### config.mk
export PLATFORM = sky130hd
export DESIGN_NAME = axis_pr_freeze_ctrl
export DESIGN_NICKNAME = d
export VERILOG_FILES = /design/src/rtl/pr_frz_ctrl_pkg.sv /design/src/rtl/axis_pkt_boundary_trk.sv /design/src/rtl/axis_pr_freeze_ctrl.sv
export SDC_FILE = /design/constraint.sdc
export NUM_CORES = 1
export LEC_CHECK = 0
export ABC_CLOCK_PERIOD_IN_PS = 5550
export CELL_PAD_IN_SITES_DETAIL_PLACEMENT = 0
export CELL_PAD_IN_SITES_GLOBAL_PLACEMENT = 1
export CORE_MARGIN = 8
export CORE_UTILIZATION = 47
export CTS_CLUSTER_DIAMETER = 120
export CTS_CLUSTER_SIZE = 8
export DETAILED_ROUTE_END_ITERATION = 12
export DONT_BUFFER_PORTS = 1
export GPL_TIMING_DRIVEN = 0
export PLACE_DENSITY_LB_ADDON = 0.1
export SLEW_MARGIN = 20
export SYNTH_ARGS = -nofsm -noshare
export SYNTH_HDL_FRONTEND = slang
export SYNTH_HIERARCHICAL = 1
export SYNTH_SLANG_ARGS = --single-unit
### constraint.sdc
create_clock -name clk -period 5.55 [get_ports clk]
set_input_delay 1.665 -clock clk [delete_from_list [all_inputs] [get_ports clk]]
set_output_delay 1.665 -clock clk [all_outputs]
set_load 0.1 [all_outputs]
### src/rtl/pr_frz_ctrl_pkg.sv
// Shared types and default timing for the partial-reconfiguration freeze controller.
// Holds the FSM state encoding, reset-time constants and a counter-width helper.
package pr_frz_ctrl_pkg;

    typedef enum logic [2:0] {
        ST_RUN       = 3'd0,
        ST_DRAIN     = 3'd1,
        ST_FROZEN    = 3'd2,
        ST_WAIT_DONE = 3'd3,
        ST_RELEASE   = 3'd4
    } state_e;

    localparam int DEF_DRAIN_TIMEOUT = 4096;
    localparam int DEF_RST_CYCLES    = 16;
    localparam int DEF_SETTLE_CYCLES = 8;
    localparam int DEF_CNT_W         = 16;

    // Bits needed to count 0 .. max(a,b,c)-1.
    function automatic int cnt_w_needed(input int a, input int b, input int c);
        int m;
        m = a;
        if (b > m) m = b;
        if (c > m) m = c;
        return (m <= 2) ? 1 : $clog2(m);
    endfunction

endpackage

### src/rtl/axis_pkt_boundary_trk.sv
// Tracks whether one AXI-Stream direction is between the first and last beat of a packet.
// in_pkt_nxt folds in the current cycle's handshake so the caller can act on it this cycle.
module axis_pkt_boundary_trk (
    input  logic clk,
    input  logic rst,
    input  logic clr,
    input  logic tvalid,
    input  logic tready,
    input  logic tlast,
    output logic in_pkt_nxt
);

    logic in_pkt_q;
    logic in_pkt_d;

    always_comb begin
        in_pkt_nxt = in_pkt_q;
        if (tvalid && tready) begin
            in_pkt_nxt = !tlast;
        end
        in_pkt_d = clr ? 1'b0 : in_pkt_nxt;
    end

    always_ff @(posedge clk) begin
        if (rst) begin
            in_pkt_q <= 1'b0;
        end else begin
            in_pkt_q <= in_pkt_d;
        end
    end

endmodule

### src/rtl/axis_pr_freeze_ctrl.sv
// Freeze/reset sequencer for a reconfigurable AXI-Stream port: drains to a packet
// boundary (or times out), freezes, holds port reset, then releases on PR done.
module axis_pr_freeze_ctrl
    import pr_frz_ctrl_pkg::*;
#(
    parameter int DRAIN_TIMEOUT = DEF_DRAIN_TIMEOUT,
    parameter int RST_CYCLES    = DEF_RST_CYCLES,
    parameter int SETTLE_CYCLES = DEF_SETTLE_CYCLES,
    parameter int CNT_W         = DEF_CNT_W
) (
    input  logic       clk,
    input  logic       rst,
    input  logic       pr_req,
    input  logic       tx_tvalid,
    input  logic       tx_tready,
    input  logic       tx_tlast,
    input  logic       rx_tvalid,
    input  logic       rx_tready,
    input  logic       rx_tlast,
    output logic       pr_freeze,
    output logic       port_rst_n,
    output logic       freeze_ack,
    output logic       timeout_err,
    output logic [2:0] state
);

    if (DRAIN_TIMEOUT < 1 || RST_CYCLES < 1 || SETTLE_CYCLES < 1 ||
        CNT_W < cnt_w_needed(DRAIN_TIMEOUT, RST_CYCLES, SETTLE_CYCLES)) begin : g_param_chk
        $error("axis_pr_freeze_ctrl: CNT_W too narrow or a cycle count below 1");
    end

    localparam logic [CNT_W-1:0] CNT_MAX     = '1;
    localparam logic [CNT_W-1:0] DRAIN_LAST  = CNT_W'(DRAIN_TIMEOUT - 1);
    localparam logic [CNT_W-1:0] RST_LAST    = CNT_W'(RST_CYCLES - 1);
    localparam logic [CNT_W-1:0] SETTLE_LAST = CNT_W'(SETTLE_CYCLES - 1);

    state_e           state_q, state_d;
    logic [CNT_W-1:0] cnt_q, cnt_d;
    logic             pr_freeze_q, pr_freeze_d;
    logic             port_rst_n_q, port_rst_n_d;
    logic             freeze_ack_q, freeze_ack_d;
    logic             timeout_err_q, timeout_err_d;
    logic             force_clr;
    logic             trk_clr;
    logic             tx_in_pkt_nxt;
    logic             rx_in_pkt_nxt;

    // Trackers are flushed while frozen and on a forced (timeout) freeze.
    assign trk_clr = pr_freeze_q | force_clr;

    axis_pkt_boundary_trk u_tx_trk (
        .clk        (clk),
        .rst        (rst),
        .clr        (trk_clr),
        .tvalid     (tx_tvalid),
        .tready     (tx_tready),
        .tlast      (tx_tlast),
        .in_pkt_nxt (tx_in_pkt_nxt)
    );

    axis_pkt_boundary_trk u_rx_trk (
        .clk        (clk),
        .rst        (rst),
        .clr        (trk_clr),
        .tvalid     (rx_tvalid),
        .tready     (rx_tready),
        .tlast      (rx_tlast),
        .in_pkt_nxt (rx_in_pkt_nxt)
    );

    always_comb begin
        state_d       = state_q;
        cnt_d         = (cnt_q == CNT_MAX) ? cnt_q : cnt_q + 1'b1;
        pr_freeze_d   = pr_freeze_q;
        port_rst_n_d  = port_rst_n_q;
        freeze_ack_d  = freeze_ack_q;
        timeout_err_d = timeout_err_q;
        force_clr     = 1'b0;

        unique case (state_q)
            ST_RUN: begin
                pr_freeze_d  = 1'b0;
                port_rst_n_d = 1'b1;
                freeze_ack_d = 1'b0;
                cnt_d        = '0;
                if (pr_req) begin
                    state_d       = ST_DRAIN;
                    timeout_err_d = 1'b0;
                end
            end
            ST_DRAIN: begin
                if (!pr_req) begin
                    state_d = ST_RUN;
                    cnt_d   = '0;
                end else if (!tx_in_pkt_nxt && !rx_in_pkt_nxt) begin
                    // Freeze lands on the edge right after the last beat, so no new packet can start.
                    state_d      = ST_FROZEN;
                    pr_freeze_d  = 1'b1;
                    port_rst_n_d = 1'b0;
                    cnt_d        = '0;
                end else if (cnt_q >= DRAIN_LAST) begin
                    state_d       = ST_FROZEN;
                    pr_freeze_d   = 1'b1;
                    port_rst_n_d  = 1'b0;
                    timeout_err_d = 1'b1;
                    force_clr     = 1'b1;
                    cnt_d         = '0;
                end
            end
            ST_FROZEN: begin
                if (cnt_q >= RST_LAST) begin
                    state_d      = ST_WAIT_DONE;
                    freeze_ack_d = 1'b1;
                end
            end
            ST_WAIT_DONE: begin
                if (!pr_req) begin
                    state_d      = ST_RELEASE;
                    port_rst_n_d = 1'b1;
                    freeze_ack_d = 1'b0;
                    cnt_d        = '0;
                end
            end
            ST_RELEASE: begin
                if (cnt_q >= SETTLE_LAST) begin
                    state_d     = ST_RUN;
                    pr_freeze_d = 1'b0;
                    cnt_d       = '0;
                end
            end
            default: begin
                state_d = ST_RUN;
                cnt_d   = '0;
            end
        endcase
    end

    always_ff @(posedge clk) begin
        if (rst) begin
            state_q       <= ST_RUN;
            cnt_q         <= '0;
            pr_freeze_q   <= 1'b0;
            port_rst_n_q  <= 1'b0;
            freeze_ack_q  <= 1'b0;
            timeout_err_q <= 1'b0;
        end else begin
            state_q       <= state_d;
            cnt_q         <= cnt_d;
            pr_freeze_q   <= pr_freeze_d;
            port_rst_n_q  <= port_rst_n_d;
            freeze_ack_q  <= freeze_ack_d;
            timeout_err_q <= timeout_err_d;
        end
    end

    assign pr_freeze   = pr_freeze_q;
    assign port_rst_n  = port_rst_n_q;
    assign freeze_ack  = freeze_ack_q;
    assign timeout_err = timeout_err_q;
    assign state       = state_q;

endmodule

==> results of run 1 <==
==> area by class of cell <==
type	instances	area, um^2
Tap cell	33	41.3
Clock buffer	4	26.3
Fill cell	307	1480
Multi-Input combinational cell	135	901
Inverter	3	11.3
Buffer	9	43.8
Sequential cell	25	500
==> worst reg2reg max path, cell delays in order (launching register included) <==
cell      delay (ns)
dfxtp_1         1.00
buf_2           0.36
inv_1           0.08
o21ai_0         0.23
o21ai_2         0.12
o21bai_2        0.30
buf_2           0.29
nor2_1          0.08
==> synth_stat cells, drive strengths merged (2+ instances only) <==
cell type,instances,area [um^2]
dfxtp,25,500
nor2,25,93.8
a21oi,12,60.1
nand3,10,60.1
and3,8,50.1
nor3,8,40.0
o21ai,8,43.8
buf,7,36.3
nand2,7,26.3
nand4,7,65.1
nor4,6,80.1
nand2b,4,25.0
xor2,4,35.0
inv,3,11.3
mux2i,3,30.0
nand3b,3,22.5
xnor2,3,26.3
a211oi,2,20.0
a31oi,2,12.5
and4,2,17.5
clkbuf,2,7.51
nor2b,2,12.5
nor3b,2,15.0
==> registers in the layout (all words and copies together) (netlist names) <==
| register | flops |
|---|---|
| cnt_q | 16 |
| state | 3 |
| freeze_ack | 1 |
| port_rst_n | 1 |
| pr_freeze | 1 |
| timeout_err | 1 |
| u_rx_trk/in_pkt_q | 1 |
| u_tx_trk/in_pkt_q | 1 |
==> through the flow <==
stage / setup slack [ns] / utilization
2_1_floorplan: 2.65 / -
3_3_place_gp: 2.43 / 0.499
3_5_place_dp: 2.39 / 0.499
4_1_cts: 2.54 / 0.508
5_1_grt: 2.50 / 0.508
6_report: 2.55 / 0.508
==> power breakdown <==
part           internal, mW  leakage [nW]  switching [mW]
Clock                0.0282        0.0150          0.0558
Combinational        0.0454         0.326          0.0635
Sequential            0.191         0.203          0.0752
Total                 0.264         0.543           0.194
==> path summary, 6_finish.rpt <==
check	startpoint	to	slack, ns	depth (start not counted)
worst min register to register	cnt_q[4]	cnt_q[4]	0.56	2
worst max register to register	state[0]	cnt_q[15]	2.97	7
worst min-delay path	cnt_q[4]	cnt_q[4]	0.56	2
worst max-delay path	state[0]	state[0]	2.55	0
==> kinds of logic (layout without fill, tap and decap cells) <==
group / after synthesis / count (layout) / share of synthesized area
simple gates: 90 / 90 / 0.381
xor+xnor: 7 / 7 / 0.0421
fa+ha+maj: 1 / 1 / 0.00859
mux: 4 / 4 / 0.0284
flops: 25 / 25 / 0.344
buf+inv: 12 / 16 / 0.0378
compound gates: 33 / 33 / 0.159
==> routing by layer <==
layer  track usage  vias to the layer above
li1              -                      639
met5             0                        -
met3        0.0391                        5
met2         0.215                       20
met4        0.0408                        0
met1         0.149                      556
==> flow_summary.toml, run 1 <==
[outcome]
status = "completed"

[clock_network]
path_clk_slew_ns = 0.14
clock_latency_ns = 0.33
clock-sinks = 25
cts-resized-gates = 0
clock-root-buffer = "clkbuf_4"
clk_path_buf_depth = 2
cts_inserted_buffers = 3
cts_setup_buffers = 0
cts_tree = "built"
htreeDepth = 1
holdBufCountCts = 0

[power]
leakage_nw = 0.543
ir_drop_uv = 144
p_total_mw = 0.459
power.density_nw_per_um2 = 301

[logic_synthesis]
synth_cells = 172
synthArstFlopShare = 0
netlist_area_um2 = 1460
synth_cell_types = 49
synth-main-ff-cell = "dfxtp_1"
avgSynthCellArea_um2 = 8.47
syn_nets = 182
ys_warn_count = 6
ys_ff_latch = 25
synth_edf_count = 0
synth_seq_area_share = 0.344

[detailed_routing]
viasPerCell = 5.84
wirelength_um = 3030
wire_per_inst_um = 14.5
wl_met3_um = 188
remaining_drc_errors = 0
wl_met2_um = 1420
topRoutingLayerUsed = "met4"
ant_nets = 0
drt_iter0_markers = 44
wl_met1_um = 1370
first_pass_iters = 4
vias = 1220

[placement]
placement.io_buffers = 0
dp_cells = 205
gp_congestion = 0.792
hpwl_um = 2350
placed_cell_area_um2 = 1500

[floorplanning]
die_area_um2 = 5140
core_area_um2 = 3000
ios = 16
die_x_um = 71.7
die_y_um = 71.7
start_util = 0.485
rows = 20

[sta]
setup_tns_ns = 0
max_slew_margin = 0.327
holdWs_ns = 0.556
report.final.slew_viol_count = 0
layout_worst_path_cycle_share = 0.540
clock_skew_ns = 0.0102
worst_pin_slew_ns = 1.01
min_period_ns = 3.00
fmax_mhz = 333
rsz0062_at_grt = "no"
finalSetupViolations = 0
hold_viol_final = 0

[grt]
grt_pass1_wl_um = 5400
overflow = 0
antenna_found_initial = 0
grt_max_degree = 14
grt_pass1_vias = 1201
grt_use_total = 0.127

[setup_path]
worstPathArrival_ns = 1.33
start_kind = "register"
critPathKind = "reg -> out"
cp.required_ns = 3.88
path_max_fanout = 3
end_kind = "output pin"

[cells_and_area]
stdcell_count = 209
synthToLayoutAreaGrowth_pct = 4.64
n_antenna_cell = 0
most-common-layout-cells = "nor2_1, dfxtp_1, a21oi_1"
final_nets = 187
stdcell_area_um2 = 1520
layout-drive-gt1-share = 0.131

[flow_run]
maxCapViolCount = 0

[worst_hold_path]
min_path_type = "reg -> reg"
(Power assumes the default switching activity.)
==> inputs of run 2 (changes only) <==
--- a/config.mk
+++ b/config.mk
@@ -5,11 +5,11 @@
 export SDC_FILE = /design/constraint.sdc
 export NUM_CORES = 1
 export LEC_CHECK = 0
-export ABC_CLOCK_PERIOD_IN_PS = 5550
+export ABC_CLOCK_PERIOD_IN_PS = 2900
 export CELL_PAD_IN_SITES_DETAIL_PLACEMENT = 0
 export CELL_PAD_IN_SITES_GLOBAL_PLACEMENT = 1
 export CORE_MARGIN = 8
-export CORE_UTILIZATION = 47
+export CORE_UTILIZATION = 46
 export CTS_CLUSTER_DIAMETER = 120
 export CTS_CLUSTER_SIZE = 8
 export DETAILED_ROUTE_END_ITERATION = 12
==> constraint.sdc (replaced) <==
create_clock -name clk -period 2.9 [get_ports clk]
set_input_delay 0.87 -clock clk [delete_from_list [all_inputs] [get_ports clk]]
set_output_delay 0.87 -clock clk [all_outputs]
set_load 0.1 [all_outputs]
==> flow_summary.toml, run 2 (synthesized netlist as in run 1, its figures left out) <==
[detailed_routing]
ant_nets = 0
drt_iter0_markers = 38
viasPerCell = 5.62
wirelength_um = 3070
wire_per_inst_um = 14.0
remaining_drc_errors = 0
vias = 1236
first_pass_iters = 4

[clock_network]
holdBufCountCts = 0
cts-resized-gates = 0
clock-root-buffer = "clkbuf_4"
clock-sinks = 25
clock_latency_ns = 0.32
cts_setup_buffers = 0
cts_inserted_buffers = 3
path_clk_slew_ns = 0.13
cts_tree = "built"
htreeDepth = 1
clk_path_buf_depth = 2

[grt]
overflow = 0
grt_pass1_vias = 1187
grt_pass1_wl_um = 5330
grt_use_total = 0.124
grt_max_degree = 14
antenna_found_initial = 0

[sta]
max_slew_margin = 0.317
worst_pin_slew_ns = 1.02
finalWorstSetupSlack_ns = 0.327
finalSetupViolations = 0
rsz0062_at_grt = "no"
fmax_mhz = 389
hold_viol_final = 0
layout_worst_path_cycle_share = 0.887
clock_skew_ns = 0.0112
report.final.slew_viol_count = 0
setup_tns_ns = 0
min_period_ns = 2.57

[setup_path]
path_max_fanout = 10
rr_startpoint = "state[0]"
rrSetupSlack_ns = 0.33
critPathKind = "reg -> reg"
start_kind = "register"
cp.required_ns = 3.12
end_kind = "register"
reg2reg_depth = 7
worst_r2r_endpoint = "cnt_q[5]"
critPathLaunch = "state[0]"
worstPathArrival_ns = 2.79
crit_path_end = "cnt_q[5]"

[placement]
placement.io_buffers = 0
hpwl_um = 2370
gp_congestion = 0.819
dp_slack_ns = 0.353

[floorplanning]
rows = 20
die_y_um = 72.3
die_x_um = 72.3
ios = 16
die_area_um2 = 5220
start_util = 0.481
core_area_um2 = 3030

[flow_run]
maxCapViolCount = 0

[worst_hold_path]
hold_depth = 2
min_path_type = "reg -> reg"

[cells_and_area]
n_antenna_cell = 0
largest_reg_flops = 16
final_nets = 187
synthToLayoutAreaGrowth_pct = 5.58
most-common-layout-cells = "nor2_1, dfxtp_1, a21oi_1"
layout-drive-gt1-share = 0.131
regMostFlops = "cnt_q"
nFillCells = 306

[power]
power.density_nw_per_um2 = 573
ir_drop_uv = 232
leakage_nw = 0.543

[outcome]
status = "completed"
run 2: cell counts in the layout (fill, tap and decap cells not counted):
No cell type changed its count.
run 2: critical path, stage by stage (launching register included):
cell,delay [ns]
dfxtp_1,1.00
buf_2,0.36
inv_1,0.07
o21ai_0,0.24
o21ai_2,0.14
o21bai_2,0.30
buf_2,0.29
nor2_1,0.07
run 2: worst min path at each step:
stage / startpoint / end / slack (ns)
6_report: cnt_q[4] / cnt_q[4] / 0.56
2_1_floorplan: cnt_q[0] / cnt_q[0] / 0.48
4_1_cts: cnt_q[4] / cnt_q[4] / 0.56
5_1_grt: rst / u_tx_trk/in_pkt_q / 0.57
3_3_place_gp: cnt_q[0] / cnt_q[0] / 0.53
3_5_place_dp: cnt_q[4] / cnt_q[4] / 0.54
run 2: through the flow:
stage          total power, mW   util  cell area, um^2  hold WS (ns)  cells
2_1_floorplan            0.686      -             1460         0.482    172
3_3_place_gp             0.723  0.499             1510         0.529    216
3_5_place_dp             0.728  0.499             1510         0.537    216
4_1_cts                  0.888  0.508             1540         0.565    220
5_1_grt                  0.935  0.508             1540         0.575    220
6_report                 0.880  0.508             1540         0.561    220
run 2: routing by layer:
metal,vias to the layer above,global-route usage,part of all wire
met2,28,0.223,0.48
met4,0,0.0272,0.0068
met5,-,0,0
met1,570,0.141,0.45
met3,4,0.0317,0.063
li1,634,-,-
run 2: final cells by class:
type / instances / area [um^2] / share of cell area
Sequential cell: 25 / 500 / 0.325
Multi-Input combinational cell: 135 / 901 / 0.586
Inverter: 3 / 11.3 / 0.00732
Tap cell: 44 / 55.1 / 0.0358
Buffer: 9 / 43.8 / 0.0285
Clock buffer: 4 / 26.3 / 0.0171
run 2: power by group:
part	internal, mW	switching (mW)	total (mW)	leakage [nW]
registers	0.365	0.144	0.509	0.203
clock network	0.0539	0.106	0.160	0.0150
logic	0.0870	0.125	0.212	0.326
